## config.mk

```make
export PLATFORM = sky130hd
export DESIGN_NAME = dmem_access_unit_flat
export DESIGN_NICKNAME = d
export VERILOG_FILES = /design/src/rtl/dmem_access_unit_pkg.sv /design/src/rtl/dmem_access_unit_if.sv /design/src/rtl/dmem_lane_map.sv /design/src/rtl/dmem_access_unit.sv /design/src/flat_wrapper.sv
export SDC_FILE = /design/constraint.sdc
export NUM_CORES = 1
export LEC_CHECK = 0
export CAP_MARGIN = 20
export CORE_ASPECT_RATIO = 0.8
export CORE_MARGIN = 3
export CORE_UTILIZATION = 46
export DETAILED_ROUTE_END_ITERATION = 12
export GPL_TIMING_DRIVEN = 0
export PLACE_DENSITY = 0.79
export SYNTH_ARGS = -nofsm -noshare
export SYNTH_HDL_FRONTEND = slang
export SYNTH_HIERARCHICAL = 1
export SYNTH_SLANG_ARGS = --single-unit
export TNS_END_PERCENT = 5
```

## constraint.sdc

```tcl
create_clock -name clk -period 7.8 [get_ports clk]
set_input_delay 1.56 -clock clk [delete_from_list [all_inputs] [get_ports clk]]
set_output_delay 1.56 -clock clk [all_outputs]
set_load 0.05 [all_outputs]
```

## src/rtl/dmem_access_unit_pkg.sv

```systemverilog
// Shared types and constants for the data-memory access unit.
package dmem_access_unit_pkg;

  localparam int NUM_LANES      = 4;
  localparam int DEF_BANK_DEPTH = 32768;

  // Access size encodings on req_size
  typedef enum logic [1:0] {
    SZ_B = 2'd0,
    SZ_H = 2'd1,
    SZ_W = 2'd2,
    SZ_X = 2'd3
  } size_e;

  // Controller states
  typedef enum logic [1:0] {
    ST_IDLE    = 2'd0,
    ST_RD_WAIT = 2'd1,
    ST_RESP    = 2'd2
  } state_e;

  // Number of bytes touched by an access of the given size (illegal size maps to 4)
  function automatic logic [2:0] size_nbytes(input logic [1:0] size);
    logic [2:0] n;
    case (size)
      SZ_B:    n = 3'd1;
      SZ_H:    n = 3'd2;
      default: n = 3'd4;
    endcase
    return n;
  endfunction

endpackage

```

## src/rtl/dmem_access_unit_if.sv

```systemverilog
// CPU-side request/response channel of the data-memory access unit.
interface dmem_access_unit_if;

  logic        req_valid;
  logic        req_ready;
  logic        req_we;
  logic [1:0]  req_size;
  logic        req_unsigned;
  logic [31:0] req_addr;
  logic [31:0] req_wdata;

  logic        rsp_valid;
  logic        rsp_ready;
  logic [31:0] rsp_rdata;
  logic        rsp_err;

  // Requester (CPU) side
  modport master (
    output req_valid, req_we, req_size, req_unsigned, req_addr, req_wdata, rsp_ready,
    input  req_ready, rsp_valid, rsp_rdata, rsp_err
  );

  // Access unit side
  modport slave (
    input  req_valid, req_we, req_size, req_unsigned, req_addr, req_wdata, rsp_ready,
    output req_ready, rsp_valid, rsp_rdata, rsp_err
  );

endinterface

```

## src/rtl/dmem_lane_map.sv

```systemverilog
// Combinational byte-lane mapping: for an address/size it yields which lanes
// are touched, each lane's bank index and write byte, and which lane holds
// each access byte for read-data alignment.
module dmem_lane_map
  import dmem_access_unit_pkg::*;
(
  input  logic [31:0]             addr,
  input  logic [1:0]              size,
  input  logic [31:0]             wdata,
  output logic [NUM_LANES-1:0]    lane_used,
  output logic [32*NUM_LANES-1:0] lane_idx,
  output logic [8*NUM_LANES-1:0]  lane_wdata,
  output logic [2*NUM_LANES-1:0]  rd_sel
);

  logic [2:0] nbytes;
  assign nbytes = size_nbytes(size);

  for (genvar gi = 0; gi < NUM_LANES; gi++) begin : g_lane
    // Offset within the access of the byte that falls on this lane
    logic [1:0] boff;
    assign boff = 2'(gi) - addr[1:0];

    assign lane_used[gi] = ({1'b0, boff} < nbytes);
    // Each lane is indexed on its own, so word-crossing accesses need one bank cycle
    assign lane_idx[32*gi +: 32] = lane_used[gi] ? ((addr + {30'd0, boff}) >> 2) : (addr >> 2);
    assign lane_wdata[8*gi +: 8] = wdata[8*boff +: 8];
    // Lane that supplies access byte gi on a read
    assign rd_sel[2*gi +: 2] = 2'(gi) + addr[1:0];
  end

endmodule

```

## src/rtl/dmem_access_unit.sv

```systemverilog
// Initiator for the four byte-banked data RAMs: accepts one load/store at a
// time, steers bytes to lanes, aligns/extends registered read data and
// returns a single response (with error for illegal accesses).
module dmem_access_unit
  import dmem_access_unit_pkg::*;
#(
  parameter int BANK_DEPTH = DEF_BANK_DEPTH
) (
  input  logic                    clk,
  input  logic                    rst_n,
  dmem_access_unit_if.slave       bus,
  output logic [NUM_LANES-1:0]    bank_we,
  output logic [32*NUM_LANES-1:0] bank_idx,
  output logic [8*NUM_LANES-1:0]  bank_wdata,
  input  logic [8*NUM_LANES-1:0]  bank_rdata
);

  // Full 33-bit bound so addresses near 2^32 cannot wrap into range
  localparam logic [32:0] MEM_BYTES = 33'(64'(BANK_DEPTH) * 64'd4);

  state_e      state_q, state_d;
  logic [31:0] addr_q, addr_d;
  logic [1:0]  size_q, size_d;
  logic        uns_q, uns_d;
  logic [31:0] rdata_q, rdata_d;
  logic        err_q, err_d;
  logic        store_fire;

  logic                    accept;
  logic                    req_err;
  logic [31:0]             map_addr;
  logic [1:0]              map_size;
  logic [NUM_LANES-1:0]    map_used;
  logic [2*NUM_LANES-1:0]  map_sel;
  logic [31:0]             load_raw;
  logic [31:0]             load_ext;

  // While idle the banks follow the live request; afterwards the captured one
  assign map_addr = (state_q == ST_IDLE) ? bus.req_addr : addr_q;
  assign map_size = (state_q == ST_IDLE) ? bus.req_size : size_q;

  dmem_lane_map u_lane_map (
    .addr       (map_addr),
    .size       (map_size),
    .wdata      (bus.req_wdata),
    .lane_used  (map_used),
    .lane_idx   (bank_idx),
    .lane_wdata (bank_wdata),
    .rd_sel     (map_sel)
  );

  assign bus.req_ready = rst_n && (state_q == ST_IDLE);
  assign bus.rsp_valid = (state_q == ST_RESP);
  assign bus.rsp_rdata = rdata_q;
  assign bus.rsp_err   = err_q;
  assign accept        = bus.req_valid && bus.req_ready;
  assign req_err       = (bus.req_size == SZ_X) ||
                         (({1'b0, bus.req_addr} + {30'd0, size_nbytes(bus.req_size)}) > MEM_BYTES);
  // Writes only on a legal store accept, never while reset is asserted
  assign bank_we       = (store_fire && rst_n) ? map_used : '0;

  // Gather access bytes from their lanes (right-justified)
  for (genvar gi = 0; gi < NUM_LANES; gi++) begin : g_align
    assign load_raw[8*gi +: 8] = bank_rdata[8*map_sel[2*gi +: 2] +: 8];
  end

  // Sign/zero extension from the top bit of the accessed bytes
  always_comb begin
    load_ext = load_raw;
    case (size_q)
      SZ_B:    load_ext = {{24{~uns_q & load_raw[7]}},  load_raw[7:0]};
      SZ_H:    load_ext = {{16{~uns_q & load_raw[15]}}, load_raw[15:0]};
      default: load_ext = load_raw;
    endcase
  end

  // Next-state, request capture and response data
  always_comb begin
    state_d    = state_q;
    addr_d     = addr_q;
    size_d     = size_q;
    uns_d      = uns_q;
    rdata_d    = rdata_q;
    err_d      = err_q;
    store_fire = 1'b0;
    case (state_q)
      ST_IDLE: begin
        if (accept) begin
          addr_d = bus.req_addr;
          size_d = bus.req_size;
          uns_d  = bus.req_unsigned;
          if (req_err) begin
            err_d   = 1'b1;
            rdata_d = '0;
            state_d = ST_RESP;
          end else if (bus.req_we) begin
            store_fire = 1'b1;
            err_d      = 1'b0;
            rdata_d    = '0;
            state_d    = ST_RESP;
          end else begin
            state_d = ST_RD_WAIT;
          end
        end
      end
      ST_RD_WAIT: begin
        rdata_d = load_ext;
        err_d   = 1'b0;
        state_d = ST_RESP;
      end
      ST_RESP: begin
        if (bus.rsp_ready) state_d = ST_IDLE;
      end
      default: state_d = ST_IDLE;
    endcase
  end

  // State and captured-request registers
  always_ff @(posedge clk or negedge rst_n) begin
    if (!rst_n) begin
      state_q <= ST_IDLE;
      addr_q  <= '0;
      size_q  <= '0;
      uns_q   <= 1'b0;
      rdata_q <= '0;
      err_q   <= 1'b0;
    end else begin
      state_q <= state_d;
      addr_q  <= addr_d;
      size_q  <= size_d;
      uns_q   <= uns_d;
      rdata_q <= rdata_d;
      err_q   <= err_d;
    end
  end

endmodule

```

## src/flat_wrapper.sv

```systemverilog
// flat-port wrapper written by rule: the top's interface ports become plain ports
module dmem_access_unit_flat import dmem_access_unit_pkg::*;
#(
  parameter int BANK_DEPTH = DEF_BANK_DEPTH
)
  (clk, rst_n, bank_we, bank_idx, bank_wdata, bank_rdata, bus_req_valid, bus_req_we, bus_req_size, bus_req_unsigned, bus_req_addr, bus_req_wdata, bus_rsp_ready, bus_req_ready, bus_rsp_valid, bus_rsp_rdata, bus_rsp_err);
  dmem_access_unit_if bus_i ();
  input  logic clk;
  input  logic rst_n;
  output logic [NUM_LANES-1:0] bank_we;
  output logic [32*NUM_LANES-1:0] bank_idx;
  output logic [8*NUM_LANES-1:0] bank_wdata;
  input  logic [8*NUM_LANES-1:0] bank_rdata;
  input wire logic [$bits(bus_i.req_valid)-1:0] bus_req_valid;
  input wire logic [$bits(bus_i.req_we)-1:0] bus_req_we;
  input wire logic [$bits(bus_i.req_size)-1:0] bus_req_size;
  input wire logic [$bits(bus_i.req_unsigned)-1:0] bus_req_unsigned;
  input wire logic [$bits(bus_i.req_addr)-1:0] bus_req_addr;
  input wire logic [$bits(bus_i.req_wdata)-1:0] bus_req_wdata;
  input wire logic [$bits(bus_i.rsp_ready)-1:0] bus_rsp_ready;
  output wire logic [$bits(bus_i.req_ready)-1:0] bus_req_ready;
  output wire logic [$bits(bus_i.rsp_valid)-1:0] bus_rsp_valid;
  output wire logic [$bits(bus_i.rsp_rdata)-1:0] bus_rsp_rdata;
  output wire logic [$bits(bus_i.rsp_err)-1:0] bus_rsp_err;
  assign bus_i.req_valid = bus_req_valid;
  assign bus_i.req_we = bus_req_we;
  assign bus_i.req_size = bus_req_size;
  assign bus_i.req_unsigned = bus_req_unsigned;
  assign bus_i.req_addr = bus_req_addr;
  assign bus_i.req_wdata = bus_req_wdata;
  assign bus_i.rsp_ready = bus_rsp_ready;
  assign bus_req_ready = bus_i.req_ready;
  assign bus_rsp_valid = bus_i.rsp_valid;
  assign bus_rsp_rdata = bus_i.rsp_rdata;
  assign bus_rsp_err = bus_i.rsp_err;
  dmem_access_unit #(.BANK_DEPTH(BANK_DEPTH)) u_core (.clk(clk), .rst_n(rst_n), .bus(bus_i), .bank_we(bank_we), .bank_idx(bank_idx), .bank_wdata(bank_wdata), .bank_rdata(bank_rdata));
endmodule
```

==> Word-level counts from Yosys, hierarchy flattened <==
Cells that the tools add are included.
{ "word_totals": {"output_inout_bits": 199, "regBits": 70, "input_bits": 104} }
{ "classes": {"n_lt_le_gt_ge": 5, "eq_ne": 9, "n_mux": 27, "n_reduce_logical": 12, "shift": 8, "add_sub_neg": 12, "bitwise_logic": 3} }
{ "op_table": {"columns": ["cell", "count"], "rows": [
  ["$shiftx 32x6->8", 8],
  ["$add 32x2->32", 4],
  ["$mux 32", 4],
  ["$pmux 32 s2", 2],
  ["$mux 30", 4],
  ["$add 32x3->33", 1],
  ["$gt 33x18->1 const B", 1],
  ["$lt 2x3->1", 4],
  ["$pmux 3 s2", 2],
  ["$mux 2", 5],
  ["$eq 2x1->1 const B", 4],
  ["$logic_not 2->1", 4],
  ["$mux 1", 7],
  ["$pmux 2 s3", 1],
  ["$add 2x2->2 const A", 2],
  ["$eq 2x2->1 const B", 2],
  ["$mux 4", 1],
  ["$reduce_and 2->1", 2],
  ["$sub 1x2->2 const A", 2],
  ["$sub 2x2->2 const A", 2],
  ["$logic_and 1x1->1", 3],
  ["$ne 3x2->1 const B", 1],
  ["$reduce_and 3->1", 1],
  ["$add 1x2->2 const A", 1],
  ["7 further kinds", 8]
]} }

==> Logic depth before layout (Yosys ltp) <==
Gate-level depths: netlist (run 1).
{ "logic_depth": {"ltp_word": 10, "depth_mapped": 15, "ltp_nobuf": 11} }

==> Hierarchy <==
The synthesis (run 1) kept the hierarchy.
{ "modules_own_cells": {"columns": ["mod", "instances", "area_each_um2", "seq_area_each_um2", "cells_per_inst"], "rows": [
  ["dmem_access_unit", 1, 5037.3, 1751.7, 544],
  ["dmem_lane_map", 1, 3206.8, 0.0, 395]
]} }

==> Worst setup path before layout (run 1) <==
No wires, ideal clock.
{ "synth_path": {"path_type": "input port to output port", "start": "input bus_req_addr[1]", "end": "output bank_idx[89]", "path_stages": 14, "arrival_time_ps": 5707, "n_path_buf": 5, "path_slack_ps": 533, "cell_sequence": "mux2_2 clkbuf_1 buf_1 inv_1 ha_1 clkbuf_1 buf_1 inv_1 ha_1 nor2b_1 a211o_1 buf_6 nor4_4 xor2_1"} }
{ "synth_between": {"elab_chain_len": 4, "elab_cells_between_ends": 5} }
{ "synth_lines": {"columns": ["element", "line", "source"], "rows": [
  ["from (decl)", "flat_wrapper.sv:18", "input wire logic [$bits(bus_i.req_addr)-1:0] bus_req_addr;"],
  ["$mux 32 (*)", "dmem_access_unit.sv:39", "assign map_addr = (state_q == ST_IDLE) ? bus.req_addr : addr_q;"],
  ["$sub 2x2->2", "dmem_lane_map.sv:22", "assign boff = 2'(gi) - addr[1:0];"],
  ["$add 32x2->32 / $lt 2x3->1 (equally long branches)", "dmem_lane_map.sv:26, dmem_lane_map.sv:24", null],
  ["$mux 30 (*)", "dmem_lane_map.sv:26", "assign lane_idx[32*gi +: 32] = lane_used[gi] ? ((addr + {30'd0, boff}) >> 2) : (addr >> 2);"],
  ["to (decl)", "flat_wrapper.sv:11", "output logic [32*NUM_LANES-1:0] bank_idx;"]
]} }
Every way passes the cells marked *; elsewhere a longest branch is shown, timed or not.

==> Worst setup path after layout (run 1) <==
{ "layout_path": {"start": "input bus_req_addr[1]", "end": "output bank_idx[6]"} }
{ "layout_between": {"elab_chain_len": 4, "elab_cells_between_ends": 5} }
{ "layout_lines": {"columns": ["element", "line", "source"], "rows": [
  ["$mux 32 (*)", "dmem_access_unit.sv:39", null],
  ["named net u_core.map_addr[1]", "dmem_access_unit.sv:31", "logic [31:0] map_addr;"],
  ["$sub 1x2->2", "dmem_lane_map.sv:22", null],
  ["$add 32x2->32 / $lt 2x3->1 (equally long branches)", "dmem_lane_map.sv:26, dmem_lane_map.sv:24", null],
  ["$mux 30 (*)", "dmem_lane_map.sv:26", null]
]} }
The timed path passes the listed nets; every way through them passes the cells marked *.

==> results of run 1 <==
through the flow:
| stage | hold slack, ps | area, µm² | power [W] | setup slack [ps] | setup TNS [ps] |
|---|---|---|---|---|---|
| 2_1_floorplan | 442 | 8270 | 0.00150 | 533 | 0 |
| 3_3_place_gp | 453 | 11500 | 0.00200 | -1430 | -40860 |
| 3_5_place_dp | 459 | 11500 | 0.00201 | -1430 | -39610 |
| 4_1_cts | 474 | 11800 | 0.00242 | 4.31 | 0 |
| 5_1_grt | 501 | 11800 | 0.00253 | -7.72 | -7.72 |
| 6_report | 472 | 11800 | 0.00242 | 192 | 0 |
cells by family (layout without fill, tap and decap cells):
family          count (synthesis)  after routing  share of synthesized area (%)
xor+xnor                       97             97                           10.3
flops                          70             70                           21.2
compound gates                119            119                           10.0
buf+inv                       158            466                           10.1
simple gates                  372            372                           22.7
other cells                     1              9                         0.0455
fa+ha+maj                      13             13                           2.06
mux                           109            109                           23.5
final cells by class:
type                       count  area (µm²)
tap                          225         282
clock buffer                   9         225
antenna                        1        2.50
fill                        1498        5640
clock inverter                 7        73.8
timing repair buffer         294        2920
inverter                      32         120
buffer                       124         707
multi-input combinational    718        5710
sequential                    70        1750
registers in the layout, summed over array words and instances (netlist names):
name                  flops
u_core/addr_q            32
u_core/bus.rsp_err        1
u_core/bus.rsp_rdata     32
u_core/size_q             2
u_core/state_q            2
u_core/uns_q              1
worst max-delay path by stage:
stage | start | to | slack, ps
finish | bus_req_addr[1] | bank_idx[6] | 190
global route | bus_req_addr[1] | bank_idx[69] | -8
CTS | bus_req_addr[1] | bank_idx[74] | 4
detailed placement | bus_req_addr[1] | bank_idx[80] | -1430
global placement | bus_req_addr[1] | bank_idx[70] | -1430
floorplan | bus_req_addr[1] | bank_idx[89] | 530
per-layer routing:
metal	part of all wire [%]	vias up	wire (µm)
li1	-	3962	-
met1	42	4182	12600
met2	45	462	13400
met3	11	29	3380
met4	1.7	0	503
met5	0	-	0
tightest hold or removal path, cell delays in order, from the launching register on:
cell and delay (ps):
dfrtp_1 340, nand2_1 50, nand2_1 50
layout by cell type (no fill, tap or decap), drive strengths merged, types with 33 or more instances in the layout:
cell type,n
inv,33
dfrtp,70
nand3,35
a21oi,37
xor2,40
mux4,64
nand2,160
nor2,47
mux2,36
buf,79
clkbuf,62
xnor2,57
nand4,36
clkdlybuf4s50,263
power breakdown:
part,leakage (nW),switching (W),internal (W)
sequential,0.919,0.0000197,0.000399
clock,0.146,0.000163,0.000248
combinational,3.69,0.00101,0.000577
repair_timing:
action	4_1_cts	5_1_grt
hold endpoints to repair	0	0
hold buffers	0	0
resized for setup	49	19
setup endpoints to repair	47	34
==> run_results.csv, run 1 <==
group,metric,value,unit
outcome,status,"finished clean",
worst_setup_path,critPathBufInv,5,
grt,use_met2,45.6,%
clock_network,cts_num_sinks,70,
timing,setup_viol,0,
floorplanning,die_y,126,µm
pwr,irDropWorstVdd,0.142,mV
worst_setup_path,max_stage_delay,880,ps
clock_network,clock-root-buffer,"clkbuf_16",
grt,grt_max_degree,42,
logic_synthesis,synth_top_area_cell,"dfrtp_1",
hold_path,hold_depth,2,
worst_setup_path,path_cells,"clkdlybuf4s50_1 -> mux2_4 -> buf_2 -> inv_1 -> ha_1 -> ha_1 -> nor2b_1 -> a211oi_2 -> buf_2 -> nand3b_1 -> xnor2_1 -> clkdlybuf4s50_1",
route,vias,8635,
place,place.gp.congestion,0.974,
worst_setup_path,cp_max_fo,14,
logic_synthesis,syn_avg_cell_area,8.78,µm²
logic_synthesis,synth.cells.most_frequent,"160 x nand2_1, 70 x dfrtp_1, 64 x mux4_2",
clock_network,clk_latency,330,ps
floorplanning,design.die.area,19600,µm²
route,ant_nets,0,
logic_synthesis,yosys_warnings,6,
worst_setup_path,slowest_stage,"clkdlybuf4s50_1",
final_layout,final_util,67.6,%
route,first_pass_iters,5,
route,drc,0,
grt,grtUsageMet1,43.7,%
timing,clock_skew,3.79,ps
clock_network,clk_pin_slew,60,ps
grt,overflow,0,
timing,worst_slew_pin_slew,806,ps
logic_synthesis,synth_edf_count,0,
floorplanning,fp-row-count,43,
worst_setup_path,r2r_end,"u_core/bus.rsp_rdata[26]$_DFFE_PN0P_",
worst_setup_path,crit_type,"primary input to output pin",
timing,fmax,131,MHz
floorplanning,start_util,47.3,%
place,dp_hpwl,23900,µm
route,vias_per_cell,5.83,
grt,grt_pass1_wl,47200,µm
grt,grt_pass1_vias,8412,
hold_path,hold_class,"register to register",
clock_network,h-tree-depth,3,
grt,use_met3,7.01,%
timing,drv_slew,0,
route,routedWlPerCell,20.2,µm
logic_synthesis,synthDistinctLibCells,69,
clock_network,cts_tree,"done",
worst_setup_path,cp.depth,12,
worst_setup_path,crit_arrival,6050,ps
worst_setup_path,critPathTopFamily,"buffers and inverters",
floorplanning,ios,303,
hold_path,min_from,"u_core/addr_q[12]$_DFFE_PN0P_",
final_layout,drive_above_1_share,19.2,%
floorplanning,coreArea,17400,µm²
pwr,power_density,205,nW/µm²
hold_path,min_to,"u_core/addr_q[12]$_DFFE_PN0P_",
logic_synthesis,syn_area,8240,µm²
grt,antenna_found_initial,1,
timing,hold_viol,0,
worst_setup_path,rrSetupSlack,3110,ps
logic_synthesis,ys.flop_type,"dfrtp_1",
logic_synthesis,synth.area.top_cells,"dfrtp_1 21%, mux4_2 17%, nand2_1 7.3%",
clock_network,post_cts_buffers,0,
logic_synthesis,netlist.area_leader.share,21.2,%
grt,grtUsageTotal,30.0,%
place,place_inst,1465,
floorplanning,dieWidth,156,µm
clock_network,numCtsBuffers,9,
timing,slew_headroom,46.2,%
worst_setup_path,critical_path.endpoint_type,"output pin",
logic_synthesis,synth_seq_cells,70,
final_layout,final_cells,1480,
logic_synthesis,async_flop_share,100,%
final_layout,syn2layout_area_growth,43.0,%
worst_setup_path,r2r_cells,14,
timing,period_needed,7610,ps
worst_setup_path,cp-start-kind,"primary input",
run,maxCapViolations,0,
worst_setup_path,cp.required,6240,ps
logic_synthesis,yosysMostFrequentCell,"nand2_1",
pwr,p_leak,4.76,nW
final_layout,nNetsFinal,1366,
logic_synthesis,yosysSeqAreaShare,21.2,%
grt,grt-busiest-layer,"met2",
worst_setup_path,regToRegStartpoint,"u_core/state_q[1]$_DFFE_PN0P_",
clock_network,clock_path_buffers,2,
timing,period_share,97.5,%
logic_synthesis,syn_inst,939,
route,drt_wl_total,29900,µm
place,portBuffers,293,
timing,rsz0062_at_grt,"yes",
route,drt-initial-drc-count,810,
No activity file was read; power rests on OpenSTA's default activity.
==> inputs of run 2 (changes only) <==
Settings changed: CORE_MARGIN 3 to not set.
==> run 2 against run 1 <==
Critical endpoint is now bank_idx[85]. Sequential share of layout area increased by 0.078 points. Highest routed layer unchanged. Design area decreased by 0.52%. Clock skew increased by 4.4 ps.
==> run_results.csv, run 2 (same netlist as run 1, synthesis figures left out) <==
group,metric,value,unit
final_layout,final_cell_mix,"263 x clkdlybuf4s50_1, 160 x nand2_1, 70 x dfrtp_1, 64 x mux4_2, 57 x xnor2_1",
final_layout,antennaDiodeCount,0,
clock_network,clk_latency,340,ps
grt,grt_pass1_wl,44100,µm
worst_setup_path,critical_path.endpoint_type,"output pin",
outcome,status,"finished clean",
floorplanning,design.die.area,18500,µm²
timing,clock_skew,8.21,ps
route,drt_wl_total,29000,µm
route,drt-initial-drc-count,756,
final_layout,drive_above_1_share,19.1,%
timing,period_needed,7570,ps
hold_path,hold_class,"register to register",
grt,grtUsageTotal,31.2,%
final_layout,fin_area,11700,µm²
floorplanning,ios,303,
run,maxCapViolations,0,
route,routedWlPerCell,19.6,µm
floorplanning,die_y,122,µm
pwr,power_switching_share,49.4,%
timing,setup_viol,0,
route,vias_per_cell,5.80,
grt,antenna_found_initial,0,
route,drc,0,
floorplanning,start_util,47.3,%
worst_setup_path,crit_arrival,6010,ps
clock_network,clock_path_buffers,2,
timing,drv_slew,0,
final_layout,final_util,67.3,%
final_layout,final_common_cell,"clkdlybuf4s50_1",
clock_network,cts_tree,"done",
timing,setup_ws,225,ps
clock_network,h-tree-depth,3,
grt,overflow,0,
place,portBuffers,293,
grt,grt_pass1_vias,8125,
floorplanning,dieWidth,152,µm
timing,period_share,97.1,%
pwr,p_sw,0.00120,W
timing,holdWs,476,ps
final_layout,syn2layout_area_growth,42.3,%
place,dp_hpwl,23100,µm
timing,slew_headroom,47.7,%
place,dp_slack,-1280,ps
final_layout,nNetsFinal,1366,
timing,hold_viol,0,
timing,fin_tns_setup,0,ps
pwr,power.share.sequential,17.3,%
route,ant_nets,0,
worst_setup_path,cp_max_fo,14,
clock_network,cts_hold_buf,0,
route,vias,8582,
worst_setup_path,cp-start-kind,"primary input",
clock_network,post_cts_buffers,0,
floorplanning,fp-row-count,43,
pwr,intPower,0.00123,W
clock_network,clock-root-buffer,"clkbuf_16",
place,place.gp.congestion,0.942,
clock_network,cts_num_sinks,70,
pwr,pwr-share-clk,17.6,%
pwr,power_density,207,nW/µm²
grt,grt_max_degree,38,
route,first_pass_iters,6,
timing,worst_slew_pin_slew,783,ps
timing,rsz0062_at_grt,"no",
floorplanning,coreArea,17400,µm²
worst_setup_path,cp.required,6240,ps
clock_network,clk_pin_slew,60,ps
timing,fmax,132,MHz
pwr,pwr-share-comb,65.1,%
pwr,irDropWorstVdd,0.148,mV
pwr,p_leak,4.76,nW
worst_setup_path,crit_type,"primary input to output pin",
clock_network,numCtsBuffers,9,
place,place_area,11500,µm²
## run 2: cell types whose count changed in the layout (fill, tap and decap cells not counted), moves of 2 or more
cell             previous run  this run
clkdlybuf4s15_2             9         0
clkbuf_2                   11        18
dlygate4sd2_1              10        15
clkdlybuf4s15_1             3         0
a211oi_2                    1         3
a211oi_4                    2         0
## run 2: metal layers
metal / global-route usage, % / up-vias / part of all wire (%)
met1: 45.1 / 4110 / 45
met3: 7.34 / 45 / 9.4
met4: 7.67 / 0 / 2.0
met5: 0 / - / 0
li1: - / 3959 / -
met2: 46.8 / 468 / 44
## run 2: layout make-up
cell class,count,area [µm²]
fill,1441,5700
multi-input combinational,718,5690
timing repair buffer,294,2870
sequential,70,1750
buffer,124,707
tap,225,282
clock buffer,10,239
inverter,32,120
clock inverter,6,68.8
## run 2: timing repair
item                       4_1_cts  5_1_grt
setup endpoints to repair       52       27
gates resized for setup         31       28
pin swaps                        0        0
## run 2: power by group through the flow
stage | Sequential (W) | Combinational (W) | Clock [W]
2_1_floorplan | 0.000423 | 0.00108 | 0
3_3_place_gp | 0.000423 | 0.00158 | 0
3_5_place_dp | 0.000425 | 0.00158 | 0
4_1_cts | 0.000419 | 0.00158 | 0.000432
5_1_grt | 0.000424 | 0.00166 | 0.000447
6_report | 0.000420 | 0.00158 | 0.000427
## run 2: worst max-delay path: stages
cell,delay (ps)
clkdlybuf4s50_1,580
mux2_4,330
buf_2,310
inv_1,140
ha_1,350
clkbuf_2,280
buf_2,310
inv_1,100
ha_1,310
nor2b_1,160
a211o_1,420
buf_6,210
nor4_4,220
xor2_1,180
dlygate4sd2_1,550
## run 2: per-stage QoR
stage | instances | power, W
finish | 1479 | 0.00243
global route | 1479 | 0.00253
CTS | 1479 | 0.00243
detailed placement | 1465 | 0.00201
global placement | 1464 | 0.00200
floorplan | 946 | 0.00150
## run 2: path summary, 6_finish.rpt
| check | startpoint | end | slack [ps] | cells after the start |
|---|---|---|---|---|
| max | bus_req_addr[1] | bank_idx[85] | 230 | 15 |
| min | u_core/addr_q[16]$_DFFE_PN0P_ | u_core/addr_q[16]$_DFFE_PN0P_ | 480 | 2 |
| max reg2reg | u_core/state_q[1]$_DFFE_PN0P_ | u_core/bus.rsp_rdata[27]$_DFFE_PN0P_ | 3090 | 14 |
| min reg2reg | u_core/addr_q[16]$_DFFE_PN0P_ | u_core/addr_q[16]$_DFFE_PN0P_ | 480 | 2 |
| max in group asynchronous | rst_n | u_core/addr_q[8]$_DFFE_PN0P_ | 6050 | 2 |
| min in group asynchronous | rst_n | u_core/addr_q[14]$_DFFE_PN0P_ | 1180 | 1 |
